--- config.mk ---
export PLATFORM = sky130hd
export DESIGN_NAME = bar_reg_bridge_flat
export DESIGN_NICKNAME = d
export VERILOG_FILES = /design/src/rtl/bar_reg_bridge_pkg.sv /design/src/rtl/bar_reg_bridge_if.sv /design/src/rtl/bar_reg_bridge.sv /design/src/flat_wrapper.sv
export SDC_FILE = /design/constraint.sdc
export NUM_CORES = 1
export LEC_CHECK = 0
export CAP_MARGIN = 30
export CORE_ASPECT_RATIO = 2
export CORE_UTILIZATION = 35
export DETAILED_ROUTE_END_ITERATION = 12
export PLACE_DENSITY = 0.67
export RECOVER_POWER = 100
export SETUP_SLACK_MARGIN = 0.02
export SYNTH_ARGS = -nofsm -noshare
export SYNTH_HDL_FRONTEND = slang
export SYNTH_SLANG_ARGS = --single-unit
--- constraint.sdc ---
create_clock -name bar_clk -period 4.2 [get_ports bar_clk]
set_input_delay 0.84 -clock bar_clk [delete_from_list [all_inputs] [get_ports bar_clk]]
set_output_delay 0.84 -clock bar_clk [all_outputs]
set_load 0.03 [all_outputs]
--- src/rtl/bar_reg_bridge_pkg.sv ---
// Shared types and constants for the BAR-to-register-bus bridge.
package bar_reg_pkg;

    typedef enum logic [2:0] {
        IDLE,
        WR_REQ,
        RD_REQ,
        WR_RESP,
        RD_RESP
    } state_e;

    localparam logic [1:0]  RESP_OKAY     = 2'b00;
    localparam logic [1:0]  RESP_SLVERR   = 2'b10;
    localparam logic [1:0]  RESP_DECERR   = 2'b11;
    localparam logic [31:0] TIMEOUT_RDATA = 32'hDEAD_BEEF;

    // AXI response for a completed register-bus access.
    function automatic logic [1:0] ack_resp(input logic err);
        return err ? RESP_SLVERR : RESP_OKAY;
    endfunction

endpackage

--- src/rtl/bar_reg_bridge_if.sv ---
// AXI4-Lite bundle; modport s faces the bridge, modport m faces the host side.
interface axi4_lite_if #(
    parameter int AW = 32,
    parameter int DW = 32
);
    logic            awvalid;
    logic            awready;
    logic [AW-1:0]   awaddr;
    logic [2:0]      awprot;
    logic            wvalid;
    logic            wready;
    logic [DW-1:0]   wdata;
    logic [DW/8-1:0] wstrb;
    logic            bvalid;
    logic            bready;
    logic [1:0]      bresp;
    logic            arvalid;
    logic            arready;
    logic [AW-1:0]   araddr;
    logic [2:0]      arprot;
    logic            rvalid;
    logic            rready;
    logic [DW-1:0]   rdata;
    logic [1:0]      rresp;

    modport s (
        input  awvalid, awaddr, awprot, wvalid, wdata, wstrb, bready,
               arvalid, araddr, arprot, rready,
        output awready, wready, bvalid, bresp, arready, rvalid, rdata, rresp
    );

    modport m (
        output awvalid, awaddr, awprot, wvalid, wdata, wstrb, bready,
               arvalid, araddr, arprot, rready,
        input  awready, wready, bvalid, bresp, arready, rvalid, rdata, rresp
    );
endinterface

--- src/rtl/bar_reg_bridge.sv ---
// AXI4-Lite slave that turns one BAR window into a strobe/ack register bus.
// One access in flight; out-of-window addresses answer DECERR without a strobe;
// a bank that never acks is answered with SLVERR after TIMEOUT cycles.
module bar_reg_bridge
    import bar_reg_pkg::*;
#(
    parameter int AW      = 32,
    parameter int DW      = 32,
    parameter int REG_AW  = 12,
    parameter int TIMEOUT = 255
) (
    input  logic              bar_clk,
    input  logic              bar_rst,
    axi4_lite_if.s            s,
    output logic [REG_AW-3:0] reg_addr,
    output logic              reg_wr,
    output logic              reg_rd,
    output logic [31:0]       reg_wdata,
    output logic [3:0]        reg_wstrb,
    input  logic [31:0]       reg_rdata,
    input  logic              reg_ack,
    input  logic              reg_err
);

    localparam int CNT_W = $clog2(TIMEOUT + 1);

    state_e            state_q, state_d;
    logic              aw_have_q, aw_have_d;
    logic              w_have_q, w_have_d;
    logic [AW-1:2]     awaddr_q, awaddr_d;
    logic [DW-1:0]     wdata_q, wdata_d;
    logic [DW/8-1:0]   wstrb_q, wstrb_d;
    logic [REG_AW-3:0] addr_q, addr_d;
    logic              wr_stb_q, wr_stb_d;
    logic              rd_stb_q, rd_stb_d;
    logic [CNT_W-1:0]  cnt_q, cnt_d;
    logic [1:0]        bresp_q, bresp_d;
    logic [1:0]        rresp_q, rresp_d;
    logic [DW-1:0]     rdata_q, rdata_d;
    logic              prio_wr_q, prio_wr_d;   // 1: write wins the next tie

    logic              aw_rdy, w_rdy, ar_rdy;
    logic [AW-1:2]     wr_addr;
    logic              wr_avail, tie, grant_wr, grant_rd;
    logic [CNT_W-1:0]  cnt_inc;

    assign wr_addr  = aw_have_q ? awaddr_q : s.awaddr[AW-1:2];
    assign wr_avail = (aw_have_q | s.awvalid) & (w_have_q | s.wvalid);
    assign tie      = wr_avail & s.arvalid;
    assign grant_wr = wr_avail & (~s.arvalid | prio_wr_q);
    assign grant_rd = s.arvalid & (~wr_avail | ~prio_wr_q);
    assign cnt_inc  = cnt_q + 1'b1;

    // Next-state, capture, arbitration and response generation.
    always_comb begin
        // NOTE: every variable gets a default before the case so no path leaves it unassigned (no latch).
        state_d   = state_q;
        aw_have_d = aw_have_q;
        w_have_d  = w_have_q;
        awaddr_d  = awaddr_q;
        wdata_d   = wdata_q;
        wstrb_d   = wstrb_q;
        addr_d    = addr_q;
        wr_stb_d  = 1'b0;
        rd_stb_d  = 1'b0;
        cnt_d     = cnt_q;
        bresp_d   = bresp_q;
        rresp_d   = rresp_q;
        rdata_d   = rdata_q;
        prio_wr_d = prio_wr_q;
        aw_rdy    = 1'b0;
        w_rdy     = 1'b0;
        ar_rdy    = 1'b0;

        case (state_q)
            IDLE: begin
                if (!bar_rst) begin
                    // On a tie only the winner's channel shows ready.
                    aw_rdy = ~aw_have_q & ~(tie & ~prio_wr_q);
                    w_rdy  = ~w_have_q & ~(tie & ~prio_wr_q);
                    ar_rdy = ~(tie & prio_wr_q);

                    if (s.awvalid && aw_rdy) begin
                        aw_have_d = 1'b1;
                        awaddr_d  = s.awaddr[AW-1:2];
                    end
                    if (s.wvalid && w_rdy) begin
                        w_have_d = 1'b1;
                        wdata_d  = s.wdata;
                        wstrb_d  = s.wstrb;
                    end

                    if (grant_wr) begin
                        aw_have_d = 1'b0;
                        w_have_d  = 1'b0;
                        prio_wr_d = 1'b0;
                        addr_d    = wr_addr[REG_AW-1:2];
                        if (|wr_addr[AW-1:REG_AW]) begin
                            bresp_d = RESP_DECERR;
                            state_d = WR_RESP;
                        end else begin
                            wr_stb_d = 1'b1;
                            state_d  = WR_REQ;
                        end
                    end else if (grant_rd) begin
                        prio_wr_d = 1'b1;
                        addr_d    = s.araddr[REG_AW-1:2];
                        if (|s.araddr[AW-1:REG_AW]) begin
                            rresp_d = RESP_DECERR;
                            rdata_d = '0;
                            state_d = RD_RESP;
                        end else begin
                            rd_stb_d = 1'b1;
                            state_d  = RD_REQ;
                        end
                    end
                end
            end

            WR_REQ, RD_REQ: begin
                if (reg_ack) begin
                    cnt_d = '0;
                    if (state_q == RD_REQ) begin
                        rresp_d = ack_resp(reg_err);
                        rdata_d = reg_rdata;
                        state_d = RD_RESP;
                    end else begin
                        bresp_d = ack_resp(reg_err);
                        state_d = WR_RESP;
                    end
                end else if (cnt_inc == CNT_W'(TIMEOUT)) begin
                    cnt_d = '0;
                    if (state_q == RD_REQ) begin
                        rresp_d = RESP_SLVERR;
                        rdata_d = TIMEOUT_RDATA;
                        state_d = RD_RESP;
                    end else begin
                        bresp_d = RESP_SLVERR;
                        state_d = WR_RESP;
                    end
                end else begin
                    cnt_d = cnt_inc;
                end
            end

            WR_RESP: if (s.bready) state_d = IDLE;
            RD_RESP: if (s.rready) state_d = IDLE;
            default: state_d = IDLE;
        endcase
    end

    // State and datapath registers with synchronous reset.
    always_ff @(posedge bar_clk) begin
        // NOTE: non-blocking assignments so every flop samples pre-edge values.
        if (bar_rst) begin
            state_q   <= IDLE;
            aw_have_q <= 1'b0;
            w_have_q  <= 1'b0;
            awaddr_q  <= '0;
            wdata_q   <= '0;
            wstrb_q   <= '0;
            addr_q    <= '0;
            wr_stb_q  <= 1'b0;
            rd_stb_q  <= 1'b0;
            cnt_q     <= '0;
            bresp_q   <= RESP_OKAY;
            rresp_q   <= RESP_OKAY;
            rdata_q   <= '0;
            prio_wr_q <= 1'b1;
        end else begin
            state_q   <= state_d;
            aw_have_q <= aw_have_d;
            w_have_q  <= w_have_d;
            awaddr_q  <= awaddr_d;
            wdata_q   <= wdata_d;
            wstrb_q   <= wstrb_d;
            addr_q    <= addr_d;
            wr_stb_q  <= wr_stb_d;
            rd_stb_q  <= rd_stb_d;
            cnt_q     <= cnt_d;
            bresp_q   <= bresp_d;
            rresp_q   <= rresp_d;
            rdata_q   <= rdata_d;
            prio_wr_q <= prio_wr_d;
        end
    end

    assign s.awready = aw_rdy;
    assign s.wready  = w_rdy;
    assign s.arready = ar_rdy;
    assign s.bvalid  = (state_q == WR_RESP);
    assign s.bresp   = bresp_q;
    assign s.rvalid  = (state_q == RD_RESP);
    assign s.rresp   = rresp_q;
    assign s.rdata   = rdata_q;

    assign reg_addr  = addr_q;
    assign reg_wr    = wr_stb_q;
    assign reg_rd    = rd_stb_q;
    assign reg_wdata = wdata_q;
    assign reg_wstrb = wstrb_q;

endmodule
--- src/flat_wrapper.sv ---
// flat-port wrapper written by rule: the top's interface ports become plain ports
module bar_reg_bridge_flat import bar_reg_pkg::*;
#(
    parameter int AW      = 32,
    parameter int DW      = 32,
    parameter int REG_AW  = 12,
    parameter int TIMEOUT = 255
)
  (bar_clk, bar_rst, reg_addr, reg_wr, reg_rd, reg_wdata, reg_wstrb, reg_rdata, reg_ack, reg_err, s_awvalid, s_awaddr, s_awprot, s_wvalid, s_wdata, s_wstrb, s_bready, s_arvalid, s_araddr, s_arprot, s_rready, s_awready, s_wready, s_bvalid, s_bresp, s_arready, s_rvalid, s_rdata, s_rresp);
  axi4_lite_if #(.AW(AW), .DW(DW)) s_i ();
  input  logic bar_clk;
  input  logic bar_rst;
  output logic [REG_AW-3:0] reg_addr;
  output logic reg_wr;
  output logic reg_rd;
  output logic [31:0] reg_wdata;
  output logic [3:0] reg_wstrb;
  input  logic [31:0] reg_rdata;
  input  logic reg_ack;
  input  logic reg_err;
  input wire logic [$bits(s_i.awvalid)-1:0] s_awvalid;
  input wire logic [$bits(s_i.awaddr)-1:0] s_awaddr;
  input wire logic [$bits(s_i.awprot)-1:0] s_awprot;
  input wire logic [$bits(s_i.wvalid)-1:0] s_wvalid;
  input wire logic [$bits(s_i.wdata)-1:0] s_wdata;
  input wire logic [$bits(s_i.wstrb)-1:0] s_wstrb;
  input wire logic [$bits(s_i.bready)-1:0] s_bready;
  input wire logic [$bits(s_i.arvalid)-1:0] s_arvalid;
  input wire logic [$bits(s_i.araddr)-1:0] s_araddr;
  input wire logic [$bits(s_i.arprot)-1:0] s_arprot;
  input wire logic [$bits(s_i.rready)-1:0] s_rready;
  output wire logic [$bits(s_i.awready)-1:0] s_awready;
  output wire logic [$bits(s_i.wready)-1:0] s_wready;
  output wire logic [$bits(s_i.bvalid)-1:0] s_bvalid;
  output wire logic [$bits(s_i.bresp)-1:0] s_bresp;
  output wire logic [$bits(s_i.arready)-1:0] s_arready;
  output wire logic [$bits(s_i.rvalid)-1:0] s_rvalid;
  output wire logic [$bits(s_i.rdata)-1:0] s_rdata;
  output wire logic [$bits(s_i.rresp)-1:0] s_rresp;
  assign s_i.awvalid = s_awvalid;
  assign s_i.awaddr = s_awaddr;
  assign s_i.awprot = s_awprot;
  assign s_i.wvalid = s_wvalid;
  assign s_i.wdata = s_wdata;
  assign s_i.wstrb = s_wstrb;
  assign s_i.bready = s_bready;
  assign s_i.arvalid = s_arvalid;
  assign s_i.araddr = s_araddr;
  assign s_i.arprot = s_arprot;
  assign s_i.rready = s_rready;
  assign s_awready = s_i.awready;
  assign s_wready = s_i.wready;
  assign s_bvalid = s_i.bvalid;
  assign s_bresp = s_i.bresp;
  assign s_arready = s_i.arready;
  assign s_rvalid = s_i.rvalid;
  assign s_rdata = s_i.rdata;
  assign s_rresp = s_i.rresp;
  bar_reg_bridge #(.AW(AW), .DW(DW), .REG_AW(REG_AW), .TIMEOUT(TIMEOUT)) u_core (.bar_clk(bar_clk), .bar_rst(bar_rst), .s(s_i), .reg_addr(reg_addr), .reg_wr(reg_wr), .reg_rd(reg_rd), .reg_wdata(reg_wdata), .reg_wstrb(reg_wstrb), .reg_rdata(reg_rdata), .reg_ack(reg_ack), .reg_err(reg_err));
endmodule
==> metrics.md, run 1 <==
| Metric | Value |
|---|---|
| Clock share of power | `27.4%` |
| Slew Viols, Final | `37` |
| Worst Tran Pin Value | `1.561 ns` |
| Synth warnings | `0` |
| Antenna violations before repair | `1` |
| Distinct cell type count after synthesis | `51` |
| Filler cells | `1494` |
| Layout area overhead | `51.96%` |
| Global route total overflow | `0` |
| Place WS | `0.6027 ns` |
| Min Clock Period, post-route | `3.810 ns` |
| CTS tree | `yes` |
| Post-synth top flop | `dfxtp_1` |
| Postcts setup bufs | `0` |
| Die ar. | `0.01690 mm2` |
| IO Port Bufs | `225` |
| Placed cell count | `1052` |
| Final Hold Vio Count | `0` |
| RSZ-0062 raised after global routing | `false` |
| Core Region | `0.01586 mm2` |
| Asr flop ratio synth | `0%` |
| Vias | `5353` |
| Post-synthesis register bit count | `128` |
| Hold_buf cts | `0` |
| Yosys top cell by area | `dfxtp_1` |
| Min-delay worst type | `flop to flop` |
| Commonest cells in the netlist | `dfxtp_1, nand2_1, mux2i_1` |
| Leak | `3.735 nW` |
| Sequential area share after synthesis | `44.77%` |
| Status | `finished with violations` |
| Syn Inst Count | `664` |
| Clk pin slew, worst setup/hold paths | `0.05 ns` |
| PnR worst setup slack | `0.3903 ns` |
| Final design utilization | `54.85%` |
| H-tree Lvls | `4` |
| Number of global-route vias before repair | `5192` |
| Sw Ratio | `38.26%` |
| Drt total wl | `16.29 mm` |
| Boundary Pins | `236` |
| Fmax | `262.5 MHz` |
| Multi-input logic area | `0.002811 mm2` |
| Routed vias/inst | `4.934` |
| RePlAce Congestion | `0.8517` |
| Setup TNS | `0 ns` |
| Die span in x | `92.43 um` |
| Clk_lat worst skew | `0.42 ns` |
| Crit path launch type | `primary input` |
| Cts repair resizes | `0` |
| Total nets after synthesis | `813` |
| Crit-path max FO | `8` |
| Non-Filler Instances | `1085` |
| PD cells | `657.4 mW/mm2` |
| DR iter-0 viols | `162` |
| WS Path Type | `primary input to output pin` |
| EDFF count, synth | `0` |
| # rows | `65` |
| Worst VDD drop | `0.0003581 V` |
| Req. time, crit path | `3.36 ns` |
| Logic pwr share | `42.5%` |
| Area contributors post-synth | `dfxtp_1, mux2i_1, nand2_1` |
| Sequential share of power | `30.1%` |
| Antenna-violating nets left | `0` |
| Endpoints failing setup | `0` |
| Clk Tree Root Cell | `clkbuf_16` |
| Synthesized area per cell | `8.621 um2` |
| Synth top area share | `44.77%` |
| Pin count of the biggest net entering global routing | `103` |
| Chip height | `182.9 um` |
| Sw power | `2.188 mW` |
| Register area | `0.002562 mm2` |
| Cts bufs inserted | `17` |
| CP Data Arrival Time | `2.97 ns` |
| Worst setup EP type | `output pin` |
| Top-count cell post-synth | `dfxtp_1` |
| CTS Buffer Depth | `2` |
| WL per Instance | `15.01 um` |
| Failing checks | `capacitance limit, slew limit` |
| Nets | `1019` |
| Total internal power | `3.531 mW` |
| GR Util All Layers | `19.42%` |
| Post-Syn Area | `0.005724 mm2` |
| DRC viols | `0` |
| First-pass GRT wire length | `25.70 mm` |
| Slew headroom | `-4.057%` |
| Number of max-cap violations | `1` |
| Tcrit/Tclk final | `90.71%` |
| Clock Skews | `0.008604 ns` |
| Sink Count | `128` |
| Layout cell share with drive strength beyond 1 | `4.643%` |
| Hold WS | `0.4474 ns` |
| Starting Density | `36.09%` |
| Post-DP HPWL | `11.48 mm` |
| TritonRoute pass-1 iters | `5` |
[metrics by stage]
step / instance area [um2] / power, mW
after floorplan: 5724 / 3.440
final: 8698 / 5.719
after global routing: 8698 / 6.067
after global placement: 8090 / 4.284
after CTS: 8718 / 5.902
after detailed placement: 8090 / 4.306
[worst paths after layout]
kind,start,endpoint,slack [ns],depth (start not counted)
max reg2reg,u_core.state_q[1]$_SDFFE_PP0P_,u_core.s.rdata[20]$_SDFFE_PP0P_,0.66,7
max,s_wvalid,s_awready,0.39,5
min reg2reg,u_core.reg_wstrb[2]$_SDFFE_PP0P_,u_core.reg_wstrb[2]$_SDFFE_PP0P_,0.45,2
min,u_core.reg_wstrb[2]$_SDFFE_PP0P_,u_core.reg_wstrb[2]$_SDFFE_PP0P_,0.45,2
[layout make-up]
class | instances | share of cell area, %
clock buffer | 19 | 5.092
multi-input combinational | 454 | 32.32
inverter | 34 | 1.467
tap | 201 | 2.891
timing repair buffer | 235 | 26.61
antenna | 1 | 0.02877
sequential | 128 | 29.46
clock inverter | 13 | 2.129
[sequential cells by signal, indices dropped and copies added (netlist names), 2 cells and up]
| name | count |
|---|---|
| u_core.state_q | 3 |
| u_core.reg_addr | 10 |
| u_core.s.rresp | 2 |
| u_core.reg_wstrb | 4 |
| u_core.s.bresp | 2 |
| u_core.s.rdata | 32 |
| u_core.awaddr_q | 30 |
| u_core.cnt_q | 8 |
| u_core.reg_wdata | 32 |
[metal layers]
layer | track usage, % | vias up | routed length [um]
li1 | - | 2697 | -
met1 | 19.50 | 2476 | 6288
met2 | 36.62 | 162 | 8758
met3 | 5.348 | 18 | 874
met4 | 8.125 | 0 | 365
met5 | 0 | - | 0
[power groups by stage]
stage               Combinational [mW]  Sequential (mW)  Clock, mW
finish                            2.43             1.72       1.57
global route                      2.65             1.76       1.65
CTS                               2.56             1.73       1.61
detailed placement                2.55             1.76          0
global placement                  2.54             1.75          0
floorplan                         1.36             2.08          0
[critical path: stages]
cell and delay, ns:
dlygate4sd3_1 0.57, o22a_1 0.29, a31o_1 0.33, nor3_1 0.17, dlygate4sd3_1 0.77
[placed cells by master, fill, tap and decap left out, types with 3 or more instances in the layout]
cell,Yosys,final
a211o_1,26,25
a21boi_0,3,3
a21oi_1,54,54
a221o_1,3,3
a31oi_1,5,5
buf_4,0,4
bufinv_16,0,4
clkbuf_1,32,7
clkbuf_16,0,17
clkdlybuf4s50_1,0,132
clkinv_2,0,3
clkinv_4,0,3
dfxtp_1,128,128
dlygate4sd3_1,0,92
inv_1,34,34
mux2i_1,72,72
nand2_1,119,119
nand2b_1,35,35
nand3_1,6,6
nand3b_1,3,3
nand4_1,3,3
nor2_1,41,41
nor2b_1,6,6
nor3_1,11,11
nor3b_1,4,4
nor4_1,11,11
o211ai_1,12,12
o32ai_1,3,3
or4_1,5,5
[kinds of logic after synthesis]
logic type	Yosys count	synth area share [%]
DFF	128	44.77
adders and majority gates	2	0.4371
xor gates and xnor gates	1	0.1530
buffers and inverters	82	6.142
muxes	73	12.79
and+or+nand+nor	255	21.12
AOI/OAI and AO/OA	123	14.60
No activity file was read; power rests on OpenSTA's default activity.
==> run 2: changes to the inputs <==
--- a/config.mk
+++ b/config.mk
@@ -7,6 +7,7 @@
 export LEC_CHECK = 0
 export CAP_MARGIN = 30
 export CORE_ASPECT_RATIO = 2
+export CORE_MARGIN = 2
 export CORE_UTILIZATION = 35
 export DETAILED_ROUTE_END_ITERATION = 12
 export PLACE_DENSITY = 0.67
==> run 2 against run 1 <==
  * The flow still finishes with violations (capacitance limit, slew limit)
  * Cell area hardly changed
  * Clock power hardly changed
  * Largest power group unchanged
  * Setup slack worse by 0.029 ns
  * Sequential cell count unchanged
  * Sequential power hardly changed
==> metrics.md, run 2 (synthesis results as in run 1) <==
| Metric | Value |
|---|---|
| Vias | `5389` |
| Cts bufs inserted | `17` |
| GR Util All Layers | `18.46%` |
| PnR worst setup slack | `0.3617 ns` |
| PD cells | `658.8 mW/mm2` |
| # rows | `66` |
| Met2 Track Usage GR | `30.94%` |
| GR Util met1 | `22.12%` |
| Sink Count | `128` |
| Worst VDD drop | `0.0003182 V` |
| Final Hold Vio Count | `0` |
| Drt total wl | `15.89 mm` |
| Most Crowded Layer GR | `met2` |
| Fmax | `260.5 MHz` |
| Status | `finished with violations` |
| Layout area overhead | `51.89%` |
| WS Path Type | `primary input to output pin` |
| Boundary Pins | `236` |
| Setup TNS | `0 ns` |
| Req. time, crit path | `3.36 ns` |
| TritonRoute pass-1 iters | `4` |
| Clk pin slew, worst setup/hold paths | `0.06 ns` |
| Number of max-cap violations | `2` |
| Endpoints failing setup | `0` |
| Crit path launch type | `primary input` |
| Pwr Total | `5.728 mW` |
| Post-DP HPWL | `11.23 mm` |
| Clock share of power | `27.1%` |
| Chip height | `184.9 um` |
| Worst setup EP type | `output pin` |
| Layout cell share with drive strength beyond 1 | `4.983%` |
| Slew headroom | `-9.383%` |
| DR iter-0 viols | `205` |
| Non-Filler Instances | `1087` |
| IO Port Bufs | `225` |
| Met3 Usage GRT | `6.103%` |
| Pin count of the biggest net entering global routing | `85` |
| Logic pwr share | `42.8%` |
| Leak | `3.748 nW` |
| Place WS | `0.5629 ns` |
| Hold_buf cts | `0` |
| Antenna-violating nets left | `0` |
| Sequential share of power | `30.1%` |
| Most common cell after layout, fill and taps aside | `clkdlybuf4s50_1` |
| Core Region | `0.01610 mm2` |
| # diodes | `0` |
| Crit-path max FO | `8` |
| First-pass GRT wire length | `25.79 mm` |
| Sw power | `2.231 mW` |
| Clk Tree Root Cell | `clkbuf_16` |
| Final design utilization | `53.99%` |
| Die span in x | `94.43 um` |
| Number of global-route vias before repair | `5337` |
| Slew Viols, Final | `123` |
| Commonest cells after routing, fill and taps aside | `clkdlybuf4s50_1, dfxtp_1, nand2_1, dlygate4sd3_1, mux2i_1` |
| Starting Density | `35.55%` |
| Global route total overflow | `0` |
| Failing checks | `capacitance limit, slew limit` |
| Postcts setup bufs | `0` |
| Antenna violations before repair | `0` |
| Sw Ratio | `38.96%` |
| RSZ-0062 raised after global routing | `false` |
| Cts repair resizes | `0` |
| Hold WS | `0.4491 ns` |
| CTS tree | `yes` |
| Placed cell count | `1055` |
| Tcrit/Tclk final | `91.39%` |
| Clk_lat worst skew | `0.42 ns` |
| Min Clock Period, post-route | `3.838 ns` |
| H-tree Lvls | `4` |
| Final instance area | `0.008695 mm2` |
| Nets | `1019` |
| Total internal power | `3.496 mW` |
| CTS Buffer Depth | `2` |
| Filler cells | `1498` |
| DRC viols | `0` |
| WL per Instance | `14.62 um` |
| Clock Skews | `0.01207 ns` |
| CP Data Arrival Time | `3.00 ns` |
| Routed vias/inst | `4.958` |
| Die ar. | `0.01746 mm2` |
| Post-DP Area | `0.008112 mm2` |
| Worst Tran Pin Value | `1.641 ns` |
| Min-delay worst type | `flop to flop` |
| RePlAce Congestion | `0.7988` |
## run 2: critical path, cell delays in order
cell	delay, ns
dlygate4sd3_1	0.57
o22a_1	0.29
a31o_1	0.33
nor3_1	0.15
dlygate4sd3_1	0.81
## run 2: power groups by stage
stage / sequential [mW] / clock [mW] / combinational [mW]
global placement: 1.75 / 0 / 2.48
CTS: 1.74 / 1.59 / 2.57
global route: 1.77 / 1.64 / 2.69
detailed placement: 1.76 / 0 / 2.56
floorplan: 2.08 / 0 / 1.36
finish: 1.72 / 1.55 / 2.45
## run 2: worst paths after layout
kind,from,end,slack [ns],cells after the start
hold / removal,u_core.reg_wdata[6]$_SDFFE_PP0P_,u_core.reg_wdata[6]$_SDFFE_PP0P_,0.45,2
hold reg to reg,u_core.reg_wdata[6]$_SDFFE_PP0P_,u_core.reg_wdata[6]$_SDFFE_PP0P_,0.45,2
setup reg to reg,u_core.aw_have_q$_SDFFE_PP0P_,u_core.s.rresp[0]$_SDFFE_PP0P_,0.90,6
setup / recovery,s_wvalid,s_wready,0.36,5
## run 2: layer usage
metal	up-vias	routed length [um]
met3	14	1333
met4	0	153
met1	2464	6940
li1	2697	-
met5	-	0
met2	214	7465
## run 2: layout make-up
class	count	area [um2]	area share, %
multi-input cells	454	2804	32.25
flip-flops and latches	128	2562	29.47
clock buffers	17	425.4	4.893
well taps	204	255.2	2.936
repair buffers	235	2325	26.74
inverters	34	127.6	1.468
clock inverters	15	195.2	2.245
==> run 3: changes to the inputs <==
--- a/config.mk
+++ b/config.mk
@@ -13,6 +13,7 @@
 export PLACE_DENSITY = 0.67
 export RECOVER_POWER = 100
 export SETUP_SLACK_MARGIN = 0.02
+export SLEW_MARGIN = 30
 export SYNTH_ARGS = -nofsm -noshare
 export SYNTH_HDL_FRONTEND = slang
 export SYNTH_SLANG_ARGS = --single-unit
==> run 3 against run 2 <==
  * Cell area fell by 0.40%
  * Clock skew rose by 0.0014 ns
  * Combinational power fell by 2%
  * Total power fell by 0.60%
  * Worst hold slack improved by 0.0012 ns
  * Largest cell class unchanged
  * Sequential power barely moved
  * The run still ends with capacitance limit, slew limit left
  * Non-clock buffer count fell by 3
  * Sequential cell count did not move
  * Utilization fell by 0.22 points
==> metrics.md, run 3 (synthesis results as in run 1) <==
| Metric | Value |
|---|---|
| Most common cell after layout, fill and taps aside | `clkdlybuf4s50_1` |
| CTS tree | `yes` |
| H-tree Lvls | `4` |
| GR Util All Layers | `18.20%` |
| Crit path launch type | `primary input` |
| Number of max-cap violations | `3` |
| Min-delay worst type | `flop to flop` |
| Routed vias/inst | `4.972` |
| Crit-path max FO | `8` |
| Global route total overflow | `0` |
| Vias | `5390` |
| Chip height | `184.9 um` |
| Postcts setup bufs | `0` |
| WL per Instance | `14.59 um` |
| Starting Density | `35.55%` |
| Req. time, crit path | `3.36 ns` |
| Cts repair resizes | `0` |
| Cts bufs inserted | `17` |
| Final Hold Vio Count | `0` |
| Layout cell share with drive strength beyond 1 | `4.886%` |
| Worst Tran Pin Value | `1.823 ns` |
| Clk Tree Root Cell | `clkbuf_16` |
| Setup TNS | `0 ns` |
| Pin count of the biggest net entering global routing | `85` |
| IO Port Bufs | `225` |
| Worst reg-to-reg path cell count | `5` |
| TritonRoute pass-1 iters | `6` |
| Core Region | `0.01610 mm2` |
| Fmax | `261.0 MHz` |
| Layout area overhead | `51.28%` |
| Place WS | `0.5771 ns` |
| PD cells | `657.5 mW/mm2` |
| Endpoints failing setup | `0` |
| Hold WS | `0.4503 ns` |
| Die ar. | `0.01746 mm2` |
| DR iter-0 viols | `232` |
| Failing checks | `capacitance limit, slew limit` |
| Number of cells on the worst hold path | `2` |
| CTS Buffer Depth | `2` |
| Tcrit/Tclk final | `91.22%` |
| Die span in x | `94.43 um` |
| # rows | `66` |
| Drt total wl | `15.82 mm` |
| Worst VDD drop | `0.0003178 V` |
| DRC viols | `0` |
| Antenna-violating nets left | `0` |
| Post-DP HPWL | `11.15 mm` |
| # diodes | `0` |
| Clock Skews | `0.01347 ns` |
| Nets | `1016` |
| Antenna violations before repair | `0` |
| Commonest cells after routing, fill and taps aside | `clkdlybuf4s50_1, dfxtp_1, nand2_1, dlygate4sd3_1, mux2i_1` |
| Final instance area | `0.008660 mm2` |
| Sink Count | `128` |
| CP Data Arrival Time | `2.99 ns` |
| Clk pin slew, worst setup/hold paths | `0.05 ns` |
| Slew headroom | `-21.52%` |
| First-pass GRT wire length | `25.61 mm` |
| Status | `finished with violations` |
| Hold_buf cts | `0` |
| WS Path Type | `primary input to output pin` |
| Post-DP Area | `0.008071 mm2` |
| Worst setup EP type | `output pin` |
| Slew Viols, Final | `158` |
| RePlAce Congestion | `0.7988` |
| Boundary Pins | `236` |
| RSZ-0062 raised after global routing | `false` |
| PnR worst setup slack | `0.3687 ns` |
| Number of global-route vias before repair | `5271` |
| Clk_lat worst skew | `0.42 ns` |
| Min Clock Period, post-route | `3.831 ns` |
| Leak | `3.726 nW` |
-- run 3: layout make-up --
| type | instances | area, um2 |
|---|---|---|
| multi-input cells | 454 | 2809 |
| fillers | 1512 | 7443 |
| clock buffers | 17 | 425.4 |
| well taps | 204 | 255.2 |
| inverters | 34 | 127.6 |
| repair buffers | 232 | 2287 |
| flip-flops and latches | 128 | 2562 |
| clock inverters | 15 | 192.7 |
-- run 3: critical path: stages --
cell and delay, ns:
dlygate4sd3_1 0.57, o22a_1 0.28, a31o_1 0.33, nor3_1 0.16
dlygate4sd3_1 0.80
-- run 3: power by group --
group / switching, mW / internal [mW] / leakage, nW
Combinational: 1.41 / 1.00 / 2.38
Sequential: 0.205 / 1.52 / 1.04
Clock: 0.601 / 0.952 / 0.302
Total: 2.22 / 3.47 / 3.73
-- run 3: path summary, 6_finish.rpt --
kind / endpoint / startpoint / slack [ns]
worst max-delay path: s_wready / s_wvalid / 0.37
worst min-delay path: u_core.reg_wstrb[2]$_SDFFE_PP0P_ / u_core.reg_wstrb[2]$_SDFFE_PP0P_ / 0.45
worst max register to register: u_core.s.rresp[0]$_SDFFE_PP0P_ / u_core.aw_have_q$_SDFFE_PP0P_ / 0.70
worst min register to register: u_core.reg_wstrb[2]$_SDFFE_PP0P_ / u_core.reg_wstrb[2]$_SDFFE_PP0P_ / 0.45
-- run 3: per-stage QoR --
step                      total power [mW]  utilization [%]  cells
final                                5.693            53.78   1084
after global routing                 6.046            53.78   1084
after CTS                            5.841            53.96   1084
after detailed placement             4.273            50.12   1052
after global placement               4.231            50.05   1052
after floorplan                      3.440                -    664
-- run 3: layer usage --
| metal | routed length (um) | GRT usage, % | part of all wire (%) | vias to the layer above |
|---|---|---|---|---|
| met2 | 7398 | 30.29 | 47 | 199 |
| li1 | - | - | - | 2690 |
| met4 | 196 | 5.739 | 1.2 | 0 |
| met3 | 1306 | 5.167 | 8.3 | 12 |
| met5 | 0 | 0 | 0 | - |
| met1 | 6914 | 22.57 | 44 | 2489 |
